### src/rtl/bus_pkg.sv
// Shared types and constants for the 8-bit register bus and its transfer controller.
package bus_pkg;

   localparam int unsigned DEFAULT_DATA_WIDTH = 8;

   localparam int unsigned REG_A   = 0;
   localparam int unsigned REG_B   = 1;
   localparam int unsigned REG_OUT = 2;
   localparam int unsigned REG_TMP = 3;

   typedef enum logic [1:0] {
      IDLE  = 2'd0,
      SETUP = 2'd1,
      LATCH = 2'd2,
      DONE  = 2'd3
   } xfer_state_t;

endpackage

### src/rtl/onehot_dec.sv
// Gated binary-to-one-hot decoder used for the register enable and latch strobes.
module onehot_dec #(
   parameter int unsigned NUM_OUT = 4,
   parameter int unsigned IDX_W   = $clog2(NUM_OUT)
) (
   input  logic [IDX_W-1:0]   idx,
   input  logic               gate,
   output logic [NUM_OUT-1:0] onehot_c
);

   always_comb begin
      onehot_c = '0;
      if (gate) onehot_c[idx] = 1'b1;
   end

endmodule

### src/rtl/bus_xfer_ctrl.sv
// Bus transfer initiator: sequences one source-drive / destination-latch transfer per request.
module bus_xfer_ctrl
   import bus_pkg::*;
#(
   parameter int unsigned  NUM_REGS   = 4,
   parameter int unsigned  DATA_WIDTH = DEFAULT_DATA_WIDTH,
   localparam int unsigned IDX_W      = $clog2(NUM_REGS)
) (
   input  logic                  clk,
   input  logic                  reset,
   input  logic                  req_valid,
   output logic                  req_ready,
   input  logic [IDX_W-1:0]      req_src,
   input  logic [IDX_W-1:0]      req_dst,
   input  logic                  req_imm_en,
   input  logic [DATA_WIDTH-1:0] req_imm,
   output logic [NUM_REGS-1:0]   enable,
   output logic [NUM_REGS-1:0]   latch,
   output logic                  imm_drive,
   output logic [DATA_WIDTH-1:0] imm_out,
   input  logic [DATA_WIDTH-1:0] bus,
   output logic [DATA_WIDTH-1:0] last_data,
   output logic                  done,
   output logic                  err
);

   xfer_state_t         state_q;
   xfer_state_t         state_nxt;
   logic [IDX_W-1:0]    src_q;
   logic [IDX_W-1:0]    dst_q;
   logic                imm_en_q;
   logic                bad_q;

   logic                accept_c;
   logic                bad_req_c;
   logic [IDX_W-1:0]    src_sel_c;
   logic [IDX_W-1:0]    dst_sel_c;
   logic                imm_sel_c;
   logic                bad_sel_c;
   logic                drive_c;
   logic                en_gate_c;
   logic                lat_gate_c;
   logic                imm_drive_nxt;
   logic                done_nxt;
   logic                err_nxt;
   logic [NUM_REGS-1:0] enable_nxt;
   logic [NUM_REGS-1:0] latch_nxt;

   assign accept_c  = (state_q == IDLE) && req_valid;
   assign bad_req_c = !req_imm_en && (req_src == req_dst);
   assign req_ready = (state_q == IDLE);

   always_ff @(posedge clk or negedge reset) begin
      if (!reset) state_q <= IDLE;
      else        state_q <= state_nxt;
   end

   always_comb begin
      state_nxt = state_q;
      case (state_q)
         IDLE:    if (req_valid) state_nxt = bad_req_c ? DONE : SETUP;
         SETUP:   state_nxt = LATCH;
         LATCH:   state_nxt = DONE;
         DONE:    state_nxt = IDLE;
         default: state_nxt = IDLE;
      endcase
   end

   // Strobes are computed for the next cycle and registered; on the accept edge
   // the request fields are taken straight from the port since the capture is not yet visible.
   always_comb begin
      src_sel_c     = accept_c ? req_src    : src_q;
      dst_sel_c     = accept_c ? req_dst    : dst_q;
      imm_sel_c     = accept_c ? req_imm_en : imm_en_q;
      bad_sel_c     = accept_c ? bad_req_c  : bad_q;
      drive_c       = (state_nxt == SETUP) || (state_nxt == LATCH);
      en_gate_c     = drive_c && !imm_sel_c;
      imm_drive_nxt = drive_c && imm_sel_c;
      lat_gate_c    = (state_nxt == LATCH);
      done_nxt      = (state_nxt == DONE) && !bad_sel_c;
      err_nxt       = (state_nxt == DONE) && bad_sel_c;
   end

   onehot_dec #(.NUM_OUT(NUM_REGS), .IDX_W(IDX_W)) u_enable_dec (
      .idx      (src_sel_c),
      .gate     (en_gate_c),
      .onehot_c (enable_nxt)
   );

   onehot_dec #(.NUM_OUT(NUM_REGS), .IDX_W(IDX_W)) u_latch_dec (
      .idx      (dst_sel_c),
      .gate     (lat_gate_c),
      .onehot_c (latch_nxt)
   );

   // Request capture
   always_ff @(posedge clk or negedge reset) begin
      if (!reset) begin
         src_q    <= '0;
         dst_q    <= '0;
         imm_en_q <= 1'b0;
         bad_q    <= 1'b0;
         imm_out  <= '0;
      end else if (accept_c) begin
         src_q    <= req_src;
         dst_q    <= req_dst;
         imm_en_q <= req_imm_en;
         bad_q    <= bad_req_c;
         imm_out  <= req_imm;
      end
   end

   // Registered strobes and status; last_data samples the bus on the latch edge
   always_ff @(posedge clk or negedge reset) begin
      if (!reset) begin
         enable    <= '0;
         latch     <= '0;
         imm_drive <= 1'b0;
         done      <= 1'b0;
         err       <= 1'b0;
         last_data <= '0;
      end else begin
         enable    <= enable_nxt;
         latch     <= latch_nxt;
         imm_drive <= imm_drive_nxt;
         done      <= done_nxt;
         err       <= err_nxt;
         if (state_q == LATCH) last_data <= bus;
      end
   end

endmodule

### config.mk
export PLATFORM = sky130hd
export DESIGN_NAME = bus_xfer_ctrl
export DESIGN_NICKNAME = d
export VERILOG_FILES = /design/src/rtl/bus_pkg.sv /design/src/rtl/onehot_dec.sv /design/src/rtl/bus_xfer_ctrl.sv
export SDC_FILE = /design/constraint.sdc
export NUM_CORES = 1
export LEC_CHECK = 0
export BUFFER_PORTS_ARGS = -buffer_cell sky130_fd_sc_hd__buf_2
export CAP_MARGIN = 25
export CORE_MARGIN = 4
export CORE_UTILIZATION = 48
export DETAILED_ROUTE_END_ITERATION = 10
export MAX_ROUTING_LAYER = met4
export PLACE_DENSITY_LB_ADDON = 0.12
export SYNTH_ARGS = -nofsm -noshare
export SYNTH_HDL_FRONTEND = slang
export SYNTH_SLANG_ARGS = --single-unit
export TNS_END_PERCENT = 1
### constraint.sdc
create_clock -name clk -period 1.8 [get_ports clk]
set_input_delay 0.18 -clock clk [delete_from_list [all_inputs] [get_ports clk]]
set_output_delay 0.18 -clock clk [all_outputs]
set_load 0.03 [all_outputs]
---- Word level (Yosys, flattened, before mapping) ----
Cells that the tools add are included.
storage, ports and cells
  bits of input ports ..................... 24
  output and inout bits ................... 28
  register bits ........................... 35
  logic and storage cells ................. 49
operators by class
  reductions and logical operators ........ 13
  multiplexer cells ....................... 13
  $lt $le $gt $ge ......................... 4
  equality and inequality tests ........... 7
operator list
  kind                                                                    number
  2-bit equality test (second input constant)                             4
  1-bit logical AND                                                       8
  2-bit two-way mux                                                       4
  4-bit two-way mux                                                       2
  2-bit one-hot mux with 4 select lines                                   1
  2-bit by 3-bit < comparator with 1-bit output (second input constant)   2
  1-bit demux with 2-bit select                                           2
  2-bit by 1-bit equality test with 1-bit output (second input constant)  2
  2-bit by 1-bit >= comparator with 1-bit output (second input constant)  2
  1-bit two-way mux                                                       4
  1-bit logical NOT                                                       3
  2-bit equality test                                                     1
  2-bit logical NOT                                                       1
  1-bit logical OR                                                        1

---- Depth between registers and ports, before layout ----
  depth after elaboration ................. 9
  mapped depth ............................ 8
  depth with buffers taken out ............ 7

---- By module ----
From an unflattened synthesis, not the netlist that was laid out.
unflattened totals
  cell total of the unflattened synthesis .. 90
  area total of the unflattened synthesis .. 1380.1 µm²
by module, submodules not included
  module         area each (µm²)  cells an instance  seq. area each (µm²)  instances
  bus_xfer_ctrl  1305.0           82                 875.8                 1
  onehot_dec     37.5             4                  0.0                   2

---- Worst setup path before layout ----
Ideal clock, no wire load.
  path kind ............................... register to register
  from .................................... register state_q[0]
  to ...................................... register enable[0]
  cell stages (with the launch flop) ...... 8
  path slack .............................. 128 ps
  buffers on the path ..................... 1
  period minus slack after synthesis ...... 1672 ps
  arrival time ............................ 1552 ps
  path through ............................ dfrtp_1 inv_1 ha_1 clkbuf_1 nor2_1 a21oi_1 ha_1 and3b_1
on the way
  elaborated cells between the ends (all ways) .. 20
  classes of those cells .................. 2 x order compare; 5 x eq/ne; 7 x mux; 6 x reduce/logical
RTL lines
  what                                                                                          line                  source
  start, declared                                                                               bus_xfer_ctrl.sv:27   xfer_state_t state_q;
  start signal, assigned                                                                        bus_xfer_ctrl.sv:55   else state_q <= state_nxt;
  2-bit equality test (tied with other cells)                                                   bus_xfer_ctrl.sv:60   case (state_q)
  2-bit one-hot mux with 4 select lines *                                                       bus_xfer_ctrl.sv:60
  named net state_nxt[0]                                                                        bus_xfer_ctrl.sv:28   xfer_state_t state_nxt;
  2-bit by 1-bit equality test with 1-bit output / 2-bit equality test (equally long branches)  bus_xfer_ctrl.sv:76   drive_c = (state_nxt == SETUP) || (state_nxt == LATCH);
  1-bit logical OR *                                                                            bus_xfer_ctrl.sv:76
  1-bit logical AND *                                                                           bus_xfer_ctrl.sv:77   en_gate_c = drive_c && !imm_sel_c;
  4-bit two-way mux *                                                                           onehot_dec.sv:13      if (gate) onehot_c[idx] = 1'b1;
  named net enable_nxt[0]                                                                       bus_xfer_ctrl.sv:46   logic [NUM_REGS-1:0] enable_nxt;
  end signal, assigned                                                                          bus_xfer_ctrl.sv:123  enable <= enable_nxt;
  end, declared                                                                                 bus_xfer_ctrl.sv:17   output logic [NUM_REGS-1:0] enable,
The timed path passes the listed nets; every way through them passes the cells marked *.
A chain may end at the register's enable or synchronous reset.

---- Worst setup path after layout ----
  from .................................... register state_q[0]
  to ...................................... register enable[0]
on the way
  elaborated cells between the ends (all ways) .. 20
  classes of those cells .................. 2 x order compare; 5 x eq/ne; 7 x mux; 6 x reduce/logical
RTL lines
  what                                                                                          line
  2-bit equality test (tied with other cells)                                                   bus_xfer_ctrl.sv:60
  2-bit one-hot mux with 4 select lines *                                                       bus_xfer_ctrl.sv:60
  named net state_nxt[1]                                                                        bus_xfer_ctrl.sv:28
  2-bit by 1-bit equality test with 1-bit output / 2-bit equality test (equally long branches)  bus_xfer_ctrl.sv:76
  1-bit logical OR *                                                                            bus_xfer_ctrl.sv:76
  1-bit logical AND *                                                                           bus_xfer_ctrl.sv:77
  4-bit two-way mux *                                                                           onehot_dec.sv:13
  named net enable_nxt[0]                                                                       bus_xfer_ctrl.sv:46
Marked as above.

==> flow_summary.toml <==
[cts]
post_cts_buffers = 0
cts_tree = "done"
cts.sinks = 35
cts_buffer_depth = 2
path_clk_slew_ns = 0.10
clockRootBuffer = "clkbuf_4"
insertion_delay_ns = 0.33
cts_buffers = 5
h-tree-depth = 2

[place]
dp_slack_ns = 0.147
port_buffers = 51
dpl.hpwl_um = 2100
routabilityCongestion = 0.793

[drt]
drt_iter0_drc = 18
wl_per_cell_um = 12.8
antenna_left = 0
first_pass_iters = 4
wl_um = 2820
route.detailed.drc = 0
vias = 1102
viasPerCell = 5.01

[pwr]
peakVddDrop_v = 0.00109
p_leak_nw = 1.01
p_int_mw = 2.02
clock_power_share_pct = 13.4
p_seq_share_pct = 35.9
powerDensity_nw_per_um2 = 1890
p_sw_mw = 1.50
sw_frac_of_total_pct = 42.7
pwr-share-comb_pct = 50.7

[sta]
fin_crit_ns = 1.67
finalMaxSlewViolations = 0
hold_viol_final = 0
setup_tns_ns = 0
setup_ws_ns = 0.125
max_slew.worst_pin.slew_ns = 0.745
rsz0062_at_grt = "no"
fmax_mhz = 597
relSlewSlack_pct = 50.3
finClkSkew_ns = 0.00933
setup_violations = 0
period_share_pct = 93.0

[final_layout]
antenna_cells = 0
syn_to_final_growth_pct = 26.1
nets = 217
final_core_util_pct = 65.3
drive_above_1_share_pct = 40.2

[floorplan]
die_w_um = 63.5
die_y_um = 63.5
io_pins = 52
rows = 19
start_util_pct = 51.8
floorplan.die_area_um2 = 4030
core_um2 = 2850

[worst_hold_path]
hold_path_class = "input port to flip-flop"
whs_path_depth = 3
hp-start = "req_imm[7]"
hold_path_end = "imm_out[7]"

[yosys]
seq_area_frac_synth_pct = 59.3
netlist_area_um2 = 1480
synth_commonest_cells = "35 x dfrtp_1, 33 x nand2_1, 9 x mux2_2"
synth.most_common_cell = "dfrtp_1"
synth_warnings = 0
synth_flop_cell = "dfrtp_1"
synthCells = 130
syn_avg_cell_area_um2 = 11.4
synthDistinctLibCells = 29
synth.top_cells.by_area = "dfrtp_1 59%, nand2_1 8.4%, mux2_2 6.9%"
synth_fp_nets = 159
ys_seq_elements = 35
synthArstFlopShare_pct = 100
synth_top_area_cell = "dfrtp_1"
synth_top_area_share_pct = 59.3
synth_edf_count = 0

[global_routing]
grt_pass1_vias = 1091
grt_antenna_before_repair = 0
grt_max_degree = 36
overflow = 0
grtUsageTotal_pct = 15.5
grt_first_pass_wirelength_um = 4790

[flow_run]
max_cap_violations = 0

[setup_path]
cp.arrival_ns = 1.89
max_stage_delay_ns = 0.41
crit_slowest_cell = "dfrtp_1"
worst_r2r_endpoint = "enable[0]"
startpoint_type = "flip-flop"
r2r_slack_ns = 0.13
timing.critical_path.from = "state_q[0]"
required_ns = 2.02
rr_startpoint = "state_q[0]"
worstSetupEndpointType = "flip-flop"
ff2ff_path_depth = 5
cp_max_fo = 5
cp_cell_sequence = "inv_1 -> ha_2 -> o22a_1 -> ha_1 -> and3b_1"
critical_path_class = "flip-flop to flip-flop"

[outcome]
outcome = "complete, no violations"
-- per-stage QoR --
| stage | power (mW) | instances | hold WS [ns] | instance area, um^2 |
|---|---|---|---|---|
| final | 3.52 | 220 | 0.0378 | 1860 |
| after global routing | 3.81 | 220 | 0.0184 | 1860 |
| after CTS | 3.56 | 220 | 0.0221 | 1860 |
| after detailed placement | 3.07 | 211 | 0.297 | 1780 |
| after global placement | 3.02 | 211 | 0.280 | 1780 |
| after floorplan | 2.56 | 130 | -0.116 | 1480 |
-- registers in the layout (all words and copies together), names as in the netlist --
name       flops
imm_out        8
last_data      8
enable         4
latch          4
dst_q          2
src_q          2
state_q        2
bad_q          1
done           1
err            1
imm_drive      1
imm_en_q       1
-- cell type report --
cell class	count	area [um^2]
Fill cell	239	991
Sequential cell	35	876
Multi-Input combinational cell	86	568
Timing Repair Buffer	56	295
Clock buffer	8	68.8
Tap cell	31	38.8
Inverter	4	15.0
-- metal layers --
metal	share of wire, %	GRT usage (%)	up-vias
li1	-	-	548
met1	43	17.7	509
met2	49	25.2	41
met3	7.3	5.33	4
met4	1.0	5.66	0
met5	0	-	-
-- worst max-delay path by stage --
| stage | endpoint | slack [ns] | cells past startpoint |
|---|---|---|---|
| 2_1_floorplan | enable[0] | 0.13 | 7 |
| 3_3_place_gp | enable[3] | 0.21 | 6 |
| 3_5_place_dp | err | 0.15 | 5 |
| 4_1_cts | err | 0.11 | 5 |
| 5_1_grt | enable[0] | 0.03 | 6 |
| 6_report | enable[0] | 0.13 | 5 |
-- cell usage in the layout, fill, tap and decap left out, types with 2 or more instances in the layout --
master | netlist | routed
mux2_2 | 9 | 9
buf_2 | 3 | 51
nand2_1 | 33 | 33
xor2_1 | 2 | 2
a211oi_1 | 2 | 2
a21boi_0 | 3 | 3
o21ai_0 | 2 | 2
ha_2 | 0 | 2
and2_1 | 2 | 2
nand3_1 | 2 | 2
clkbuf_8 | 0 | 2
clkbuf_4 | 0 | 5
inv_1 | 4 | 4
a21oi_1 | 3 | 3
and3b_1 | 2 | 2
nand3b_1 | 4 | 4
dfrtp_1 | 35 | 35
nor2_1 | 5 | 5
ha_1 | 5 | 3
buf_4 | 0 | 4
-- critical path, delay by kind of cell, from the launching register on --
family,cells,cell delay (ns)
AO/OA/AOI/OAI,1,0.21
adder cells (fa/ha/maj),2,0.62
buffers and inverters,1,0.12
flip-flops,1,0.41
AND/OR/NAND/NOR,1,0.20
-- cells by family (layout without fill, tap and decap cells) --
family | after synthesis | count (layout) | synth area share, %
AND/OR/NAND/NOR | 56 | 56 | 18.6
flip-flops | 35 | 35 | 59.3
AO/OA/AOI/OAI | 13 | 13 | 6.61
multiplexers | 10 | 10 | 7.54
buffers and inverters | 9 | 68 | 2.54
adder cells (fa/ha/maj) | 5 | 5 | 4.24
XOR/XNOR | 2 | 2 | 1.19
-- timing repair --
item / 4_1_cts / 5_1_grt
setup endpoints to repair: 0 / 4
hold buffers: 1 / 0
resized for setup: 0 / 2
hold endpoints to repair: 35 / 0
-- power by group through the flow --
stage	Sequential (mW)	Clock [mW]	Combinational (mW)
floorplan	1.77	0	0.790
global placement	1.27	0	1.74
detailed placement	1.29	0	1.79
CTS	1.27	0.492	1.80
global route	1.31	0.530	1.97
finish	1.27	0.470	1.79
Power figures use the tool's default switching activity.
